[config.mk]
export PLATFORM = sky130hd
export DESIGN_NAME = song_sequencer
export DESIGN_NICKNAME = d
export VERILOG_FILES = /design/src/rtl/song_sequencer_pkg.sv /design/src/rtl/song_sequencer_rom.sv /design/src/rtl/song_sequencer.sv
export SDC_FILE = /design/constraint.sdc
export NUM_CORES = 1
export LEC_CHECK = 0
export ABC_AREA = 0
export BUFFER_PORTS_ARGS = -buffer_cell sky130_fd_sc_hd__buf_2
export CAP_MARGIN = 20
export CORE_UTILIZATION = 52
export DETAILED_ROUTE_END_ITERATION = 10
export PLACE_DENSITY = 0.71
export SLEW_MARGIN = 20
export SYNTH_ARGS = -nofsm -noshare
export SYNTH_HDL_FRONTEND = slang
export SYNTH_SLANG_ARGS = --single-unit
[constraint.sdc]
create_clock -name CLK -period 5.9 [get_ports CLK]
set_input_delay 0.59 -clock CLK [delete_from_list [all_inputs] [get_ports CLK]]
set_output_delay 0.59 -clock CLK [all_outputs]
set_load 0.03 [all_outputs]
[src/rtl/song_sequencer_pkg.sv]
// Shared note parameters: note codes, ROM entry layout and sequencer state encoding.
// Used by the sequencer, its song ROM and the piano top.
package song_sequencer_pkg;

  localparam int unsigned NOTE_W = 4;
  localparam int unsigned DUR_W  = 4;

  localparam logic [NOTE_W-1:0] NOTE_REST = 4'd0;
  localparam logic [NOTE_W-1:0] NOTE_C4   = 4'd1;
  localparam logic [NOTE_W-1:0] NOTE_D4   = 4'd2;
  localparam logic [NOTE_W-1:0] NOTE_E4   = 4'd3;
  localparam logic [NOTE_W-1:0] NOTE_F4   = 4'd4;
  localparam logic [NOTE_W-1:0] NOTE_G4   = 4'd5;
  localparam logic [NOTE_W-1:0] NOTE_A4   = 4'd6;
  localparam logic [NOTE_W-1:0] NOTE_B4   = 4'd7;
  localparam logic [NOTE_W-1:0] NOTE_C5   = 4'd8;

  typedef struct packed {
    logic [NOTE_W-1:0] note;
    logic [DUR_W-1:0]  dur;
  } song_entry_t;

  typedef enum logic [1:0] {
    SEQ_IDLE  = 2'd0,
    SEQ_PLAY  = 2'd1,
    SEQ_PAUSE = 2'd2,
    SEQ_DONE  = 2'd3
  } seq_state_e;

  // Codes above C5 are not playable and are heard as silence.
  function automatic logic [NOTE_W-1:0] playable_note(input logic [NOTE_W-1:0] code);
    return (code > NOTE_C5) ? NOTE_REST : code;
  endfunction

endpackage

[src/rtl/song_sequencer_rom.sv]
// Combinational song ROM: address in, {note,dur} entry out; dur==0 marks song end.
module song_rom
  import song_sequencer_pkg::*;
#(
  parameter int unsigned ADDR_W = 6
) (
  input  logic [ADDR_W-1:0] addr,
  output song_entry_t       entry
);

  always_comb begin
    entry = '0;
    case (addr)
      ADDR_W'(0): entry = '{note: NOTE_C4, dur: DUR_W'(2)};
      ADDR_W'(1): entry = '{note: NOTE_E4, dur: DUR_W'(1)};
      ADDR_W'(2): entry = '{note: NOTE_G4, dur: DUR_W'(3)};
      default:    entry = '0;
    endcase
  end

endmodule

[src/rtl/song_sequencer.sv]
// Song sequencer: steps through song_rom on eighth-beat ticks and drives auto_note.
// Optional macro SEQ_ARTIC_GAP_EN rests during the last tick of notes lasting >=2 ticks.
module song_sequencer
  import song_sequencer_pkg::*;
#(
  parameter int unsigned TICK_DIV = 12_500_000,
  parameter int unsigned ADDR_W   = 6
) (
  input  logic              CLK,
  input  logic              RESET,
  input  logic              START,
  input  logic              STOP,
  input  logic              PAUSE,
  input  logic              LOOP,
  output logic [NOTE_W-1:0] note,
  output logic [ADDR_W-1:0] pos,
  output logic              playing,
  output logic              done
);

  localparam int unsigned CNT_W = (TICK_DIV > 2) ? $clog2(TICK_DIV) : 1;
  localparam logic [CNT_W-1:0]  CNT_LAST = CNT_W'(TICK_DIV - 1);
  localparam logic [ADDR_W-1:0] POS_LAST = '1;

  seq_state_e        state;
  logic [CNT_W-1:0]  tick_cnt;
  logic [DUR_W-1:0]  remaining;
  logic [NOTE_W-1:0] cur_note;
  logic              in_gap;

  song_entry_t       first_entry;
  song_entry_t       next_entry;
  logic [ADDR_W-1:0] next_addr_c;
  logic              run_c;
  logic              tick_c;
  logic              song_end_c;

  assign next_addr_c = pos + ADDR_W'(1);

  song_rom #(.ADDR_W(ADDR_W)) u_rom_first (
    .addr  ('0),
    .entry (first_entry)
  );

  song_rom #(.ADDR_W(ADDR_W)) u_rom_next (
    .addr  (next_addr_c),
    .entry (next_entry)
  );

  // A PAUSE pulse while paused resumes and counts that same cycle, so the
  // delay seen downstream equals the number of cycles spent paused.
  assign run_c      = ((state == SEQ_PLAY) && !PAUSE) || ((state == SEQ_PAUSE) && PAUSE);
  assign tick_c     = (tick_cnt == CNT_LAST);
  assign song_end_c = (pos == POS_LAST) || (next_entry.dur == '0);

  always_ff @(posedge CLK) begin
    if (RESET) begin
      state     <= SEQ_IDLE;
      tick_cnt  <= '0;
      remaining <= '0;
      cur_note  <= NOTE_REST;
      in_gap    <= 1'b0;
      note      <= NOTE_REST;
      pos       <= '0;
      playing   <= 1'b0;
      done      <= 1'b0;
    end else begin
      done <= 1'b0;
      if (STOP) begin
        state     <= SEQ_IDLE;
        tick_cnt  <= '0;
        remaining <= '0;
        in_gap    <= 1'b0;
        note      <= NOTE_REST;
        pos       <= '0;
        playing   <= 1'b0;
      end else if (START) begin
        tick_cnt <= '0;
        pos      <= '0;
        in_gap   <= 1'b0;
        cur_note <= playable_note(first_entry.note);
        if (first_entry.dur == '0) begin
          state     <= SEQ_DONE;
          remaining <= '0;
          note      <= NOTE_REST;
          playing   <= 1'b0;
          done      <= 1'b1;
        end else begin
          state     <= SEQ_PLAY;
          remaining <= first_entry.dur;
          note      <= playable_note(first_entry.note);
          playing   <= 1'b1;
        end
      end else if (PAUSE && (state == SEQ_PLAY)) begin
        state   <= SEQ_PAUSE;
        note    <= NOTE_REST;
        playing <= 1'b0;
      end else if (run_c) begin
        state    <= SEQ_PLAY;
        playing  <= 1'b1;
        tick_cnt <= tick_c ? '0 : tick_cnt + CNT_W'(1);
        note     <= in_gap ? NOTE_REST : cur_note;
        if (tick_c) begin
          if (remaining > DUR_W'(1)) begin
            remaining <= remaining - DUR_W'(1);
`ifdef SEQ_ARTIC_GAP_EN
            if (remaining == DUR_W'(2)) begin
              in_gap <= 1'b1;
              note   <= NOTE_REST;
            end
`endif
          end else begin
            in_gap <= 1'b0;
            if (!song_end_c) begin
              pos       <= next_addr_c;
              remaining <= next_entry.dur;
              cur_note  <= playable_note(next_entry.note);
              note      <= playable_note(next_entry.note);
            end else if (LOOP && (first_entry.dur != '0)) begin
              pos       <= '0;
              remaining <= first_entry.dur;
              cur_note  <= playable_note(first_entry.note);
              note      <= playable_note(first_entry.note);
            end else begin
              state     <= SEQ_DONE;
              tick_cnt  <= '0;
              remaining <= '0;
              note      <= NOTE_REST;
              playing   <= 1'b0;
              done      <= 1'b1;
            end
          end
        end
      end
    end
  end

endmodule

==> results.sh <==
export IMPL_sequential_share_of_power_pct=58.7
export IMPL_overall_die_height_um=66.3
export IMPL_cp_start_kind="flip-flop"
export IMPL_end_kind="flip-flop"
export IMPL_iteration_count_of_the_initial_detailed_routing_pass=4
export IMPL_power_leakage_nw=0.881
export IMPL_starting_utilization_of_the_core_area_pct=56.6
export IMPL_design_final_nets=270
export IMPL_wire_length_the_detailed_router_placed_on_met1_um=1910
export IMPL_coreArea_sq_um=3800
export IMPL_synth_cell_types=52
export IMPL_post_synthesis_cell_area_sq_um=2150
export IMPL_worstMarginPinSlew_ns=0.891
export IMPL_pre_cts_slack_ns=3.17
export IMPL_proportion_of_power_drawn_by_combinational_gates_pct=3.9
export IMPL_port_buffers=16
export IMPL_clock_slew_seen_by_the_registers_of_the_worst_setup_and_hold_paths_ns=0.08
export IMPL_finish_utilization_pct=61.6
export IMPL_post_cts_setup_buffers=0
export IMPL_postRouteWirelength_um=3820
export IMPL_ant_nets=0
export IMPL_area_sequential_sq_um=881
export IMPL_wire_per_inst_um=12.5
export IMPL_synth_net_count=254
export IMPL_max_cap_violations=0
export IMPL_place_congestion=0.808
export IMPL_number_of_diodes=0
export IMPL_netSwitchingFraction_pct=22.0
export IMPL_routed_top_layer="met4"
export IMPL_grt_start_max_net_pins=24
export IMPL_max_freq_mhz=364
export IMPL_clock_tree_htree_level_count=2
export IMPL_cts_hold_buffers_added=0
export IMPL_worst_ir_drop_vdd_v=0.000132
export IMPL_synth_top_area_share_pct=41.0
export IMPL_async_reset_ff_share_pct=0
export IMPL_max_slew_headroom_at_the_worst_pin_pct=40.1
export IMPL_cts_root_to_sink_buffers=2
export IMPL_hpwl_um=2760
export IMPL_number_of_enable_flip_flop_cells_after_synthesis=0
export IMPL_synthDominantAreaCellType="sky130_fd_sc_hd__dfxtp_1"
export IMPL_design_die_area_sq_um=4390
export IMPL_clock_tree_root_cell="sky130_fd_sc_hd__clkbuf_8"
export IMPL_tns_ns=0
export IMPL_ctsResizeCount=0
export IMPL_rsz0062_at_grt="false"
export IMPL_syn_area_per_cell_sq_um=8.91
export IMPL_first_global_vias=1542
export IMPL_p_switching_mw=0.112
export IMPL_via_per_inst=5.41
export IMPL_syn_instance_count=241
export IMPL_timing_final_ws_setup_ns=3.15
export IMPL_grt_pass1_wl_um=6530
export IMPL_vias=1655
export IMPL_cp_max_fo=6
export IMPL_layout_min_cycle_time_ns=2.75
export IMPL_fill_cells=341
export IMPL_area_delta_synth_final_pct=8.97
export IMPL_wl_met3_um=155
export IMPL_internal_power_mw=0.399
export IMPL_synth_ff_latch_count=44
export IMPL_grt_antenna_before_repair=0
export IMPL_timing_final_max_slew_violations=0
export IMPL_chipWidth_um=66.3
export IMPL_number_of_cts_inserted_buffers=5
export IMPL_power_clock_fraction_pct=37.4
export IMPL_wl_met2_um=1700
export IMPL_timing_setup_critical_path_class="flip-flop to flip-flop"
export IMPL_initialDrtViolationCount=90
export IMPL_timing_final_crit_share_pct=46.5
export IMPL_yosys_warnings=0
export IMPL_clock_skew_after_layout_ns=0.00385
export IMPL_hold_viol_final=0
export IMPL_ys_top_cells_by_area="sky130_fd_sc_hd__dfxtp_1 41%, sky130_fd_sc_hd__nor2_1 6.8%, sky130_fd_sc_hd__xor2_1 5.7%, sky130_fd_sc_hd__ha_1 4.1%, sky130_fd_sc_hd__xnor2_1 3.7%"
export IMPL_cts_tree="done"
export IMPL_hold_path_class="flip-flop to flip-flop"
export IMPL_final_routed_drc_violation_total=0
export IMPL_area_of_combinational_cells_with_multiple_inputs_sq_um=1190
export IMPL_grt_overflow=0
export IMPL_power_density_cells_nw_per_um2=218
export IMPL_cp_arrival_ns=2.93
export IMPL_share_of_cells_above_drive_strength_1_pct=15.9
export IMPL_worst_skew_late_latency_ns=0.29
export IMPL_timing_final_setup_violations=0
export IMPL_synth_flop_cell="sky130_fd_sc_hd__dfxtp_1"
export IMPL_yosysSeqAreaShare_pct=41.0
export IMPL_top_level_ports=18
export IMPL_combined_global_route_utilization_of_all_metal_layers_pct=19.5
export IMPL_outcome="complete, no violations"
export IMPL_numClockSinks=44
export IMPL_rows=22
export IMPL_worst_endpoint_required_ns=6.09
-- worst max-delay path, cell delays in order (launching register included) --
cell	delay, ns
sky130_fd_sc_hd__dfxtp_1	0.39
sky130_fd_sc_hd__ha_1	0.26
sky130_fd_sc_hd__nand4_2	0.17
sky130_fd_sc_hd__or4_4	0.55
sky130_fd_sc_hd__nor4_4	0.43
sky130_fd_sc_hd__or3b_1	0.42
sky130_fd_sc_hd__nor2b_4	0.16
sky130_fd_sc_hd__mux2_2	0.27
-- power groups by stage --
stage	logic (mW)	clock network (mW)	registers, mW
finish	0.0201	0.191	0.300
CTS	0.0203	0.196	0.300
floorplan	0.0143	0	0.308
global placement	0.0202	0	0.307
detailed placement	0.0201	0	0.307
global route	0.0223	0.208	0.300
-- registers in the layout (all words and copies together) (netlist names) --
register	count
tick_cnt	24
pos	6
remaining	4
cur_note	3
note	3
state	2
done	1
playing	1
-- cells by family (layout without fill, tap and decap cells) --
kind of cell / after synthesis / after routing / synth area share, %
and+or+nand+nor: 110 / 110 / 28.4
muxes: 6 / 6 / 2.85
buffers and inverters: 18 / 35 / 3.79
DFF: 44 / 44 / 41.0
AOI/OAI and AO/OA: 32 / 32 / 10.3
xor gates and xnor gates: 23 / 23 / 9.38
other: 1 / 1 / 0.175
adders and majority gates: 7 / 7 / 4.08
-- final cells by class --
type                       count  share of cell area (%)
clock inverter                 2                   0.428
multi-input combinational    179                    50.7
clock buffer                   6                    3.53
inverter                      11                    1.76
sequential                    44                    37.6
tap                           48                    2.57
timing repair buffer          16                    3.42
-- worst paths after layout --
kind | from | to | slack (ns) | cells past startpoint
worst max-delay path | tick_cnt[0] | pos[0] | 3.15 | 7
worst min-delay path | cur_note[0] | cur_note[0] | 0.49 | 1
worst max register to register | tick_cnt[0] | pos[0] | 3.15 | 7
worst min register to register | cur_note[0] | cur_note[0] | 0.49 | 1
-- cell usage in the layout (no fill, tap or decap), types with 6 or more instances in the layout --
cell,instances
sky130_fd_sc_hd__dfxtp_1,44
sky130_fd_sc_hd__nor2_1,39
sky130_fd_sc_hd__buf_2,16
sky130_fd_sc_hd__nand3_1,14
sky130_fd_sc_hd__xor2_1,14
sky130_fd_sc_hd__nand2_1,12
sky130_fd_sc_hd__inv_1,11
sky130_fd_sc_hd__nor3_1,9
sky130_fd_sc_hd__xnor2_1,9
sky130_fd_sc_hd__a21oi_1,9
sky130_fd_sc_hd__ha_1,7
sky130_fd_sc_hd__clkbuf_8,6
-- Yosys cell counts, types with 3 or more instances --
| master | instances |
|---|---|
| sky130_fd_sc_hd__a211oi_1 | 5 |
| sky130_fd_sc_hd__a21oi_1 | 9 |
| sky130_fd_sc_hd__and2_2 | 4 |
| sky130_fd_sc_hd__and3_1 | 4 |
| sky130_fd_sc_hd__clkbuf_1 | 3 |
| sky130_fd_sc_hd__dfxtp_1 | 44 |
| sky130_fd_sc_hd__ha_1 | 7 |
| sky130_fd_sc_hd__inv_1 | 11 |
| sky130_fd_sc_hd__mux2i_1 | 5 |
| sky130_fd_sc_hd__nand2_1 | 12 |
| sky130_fd_sc_hd__nand3_1 | 14 |
| sky130_fd_sc_hd__nand4_1 | 5 |
| sky130_fd_sc_hd__nor2_1 | 39 |
| sky130_fd_sc_hd__nor3_1 | 9 |
| sky130_fd_sc_hd__o21ai_0 | 3 |
| sky130_fd_sc_hd__or2_2 | 4 |
| sky130_fd_sc_hd__xnor2_1 | 9 |
| sky130_fd_sc_hd__xor2_1 | 14 |
-- layer usage --
layer / vias to the layer above / global-route usage (%)
met2: 29 / 31.8
met3: 7 / 4.14
met4: 0 / 7.18
li1: 869 / -
met5: - / 0
met1: 750 / 25.1
-- per-stage QoR --
stage | cell area (sq um) | hold WS (ns) | std cells | power, mW
detailed placement | 2250 | 0.469 | 298 | 0.327
finish | 2340 | 0.487 | 306 | 0.511
global placement | 2250 | 0.461 | 298 | 0.327
floorplan | 2150 | 0.444 | 241 | 0.322
CTS | 2340 | 0.484 | 306 | 0.517
global route | 2340 | 0.486 | 306 | 0.531
(Power assumes the default switching activity.)
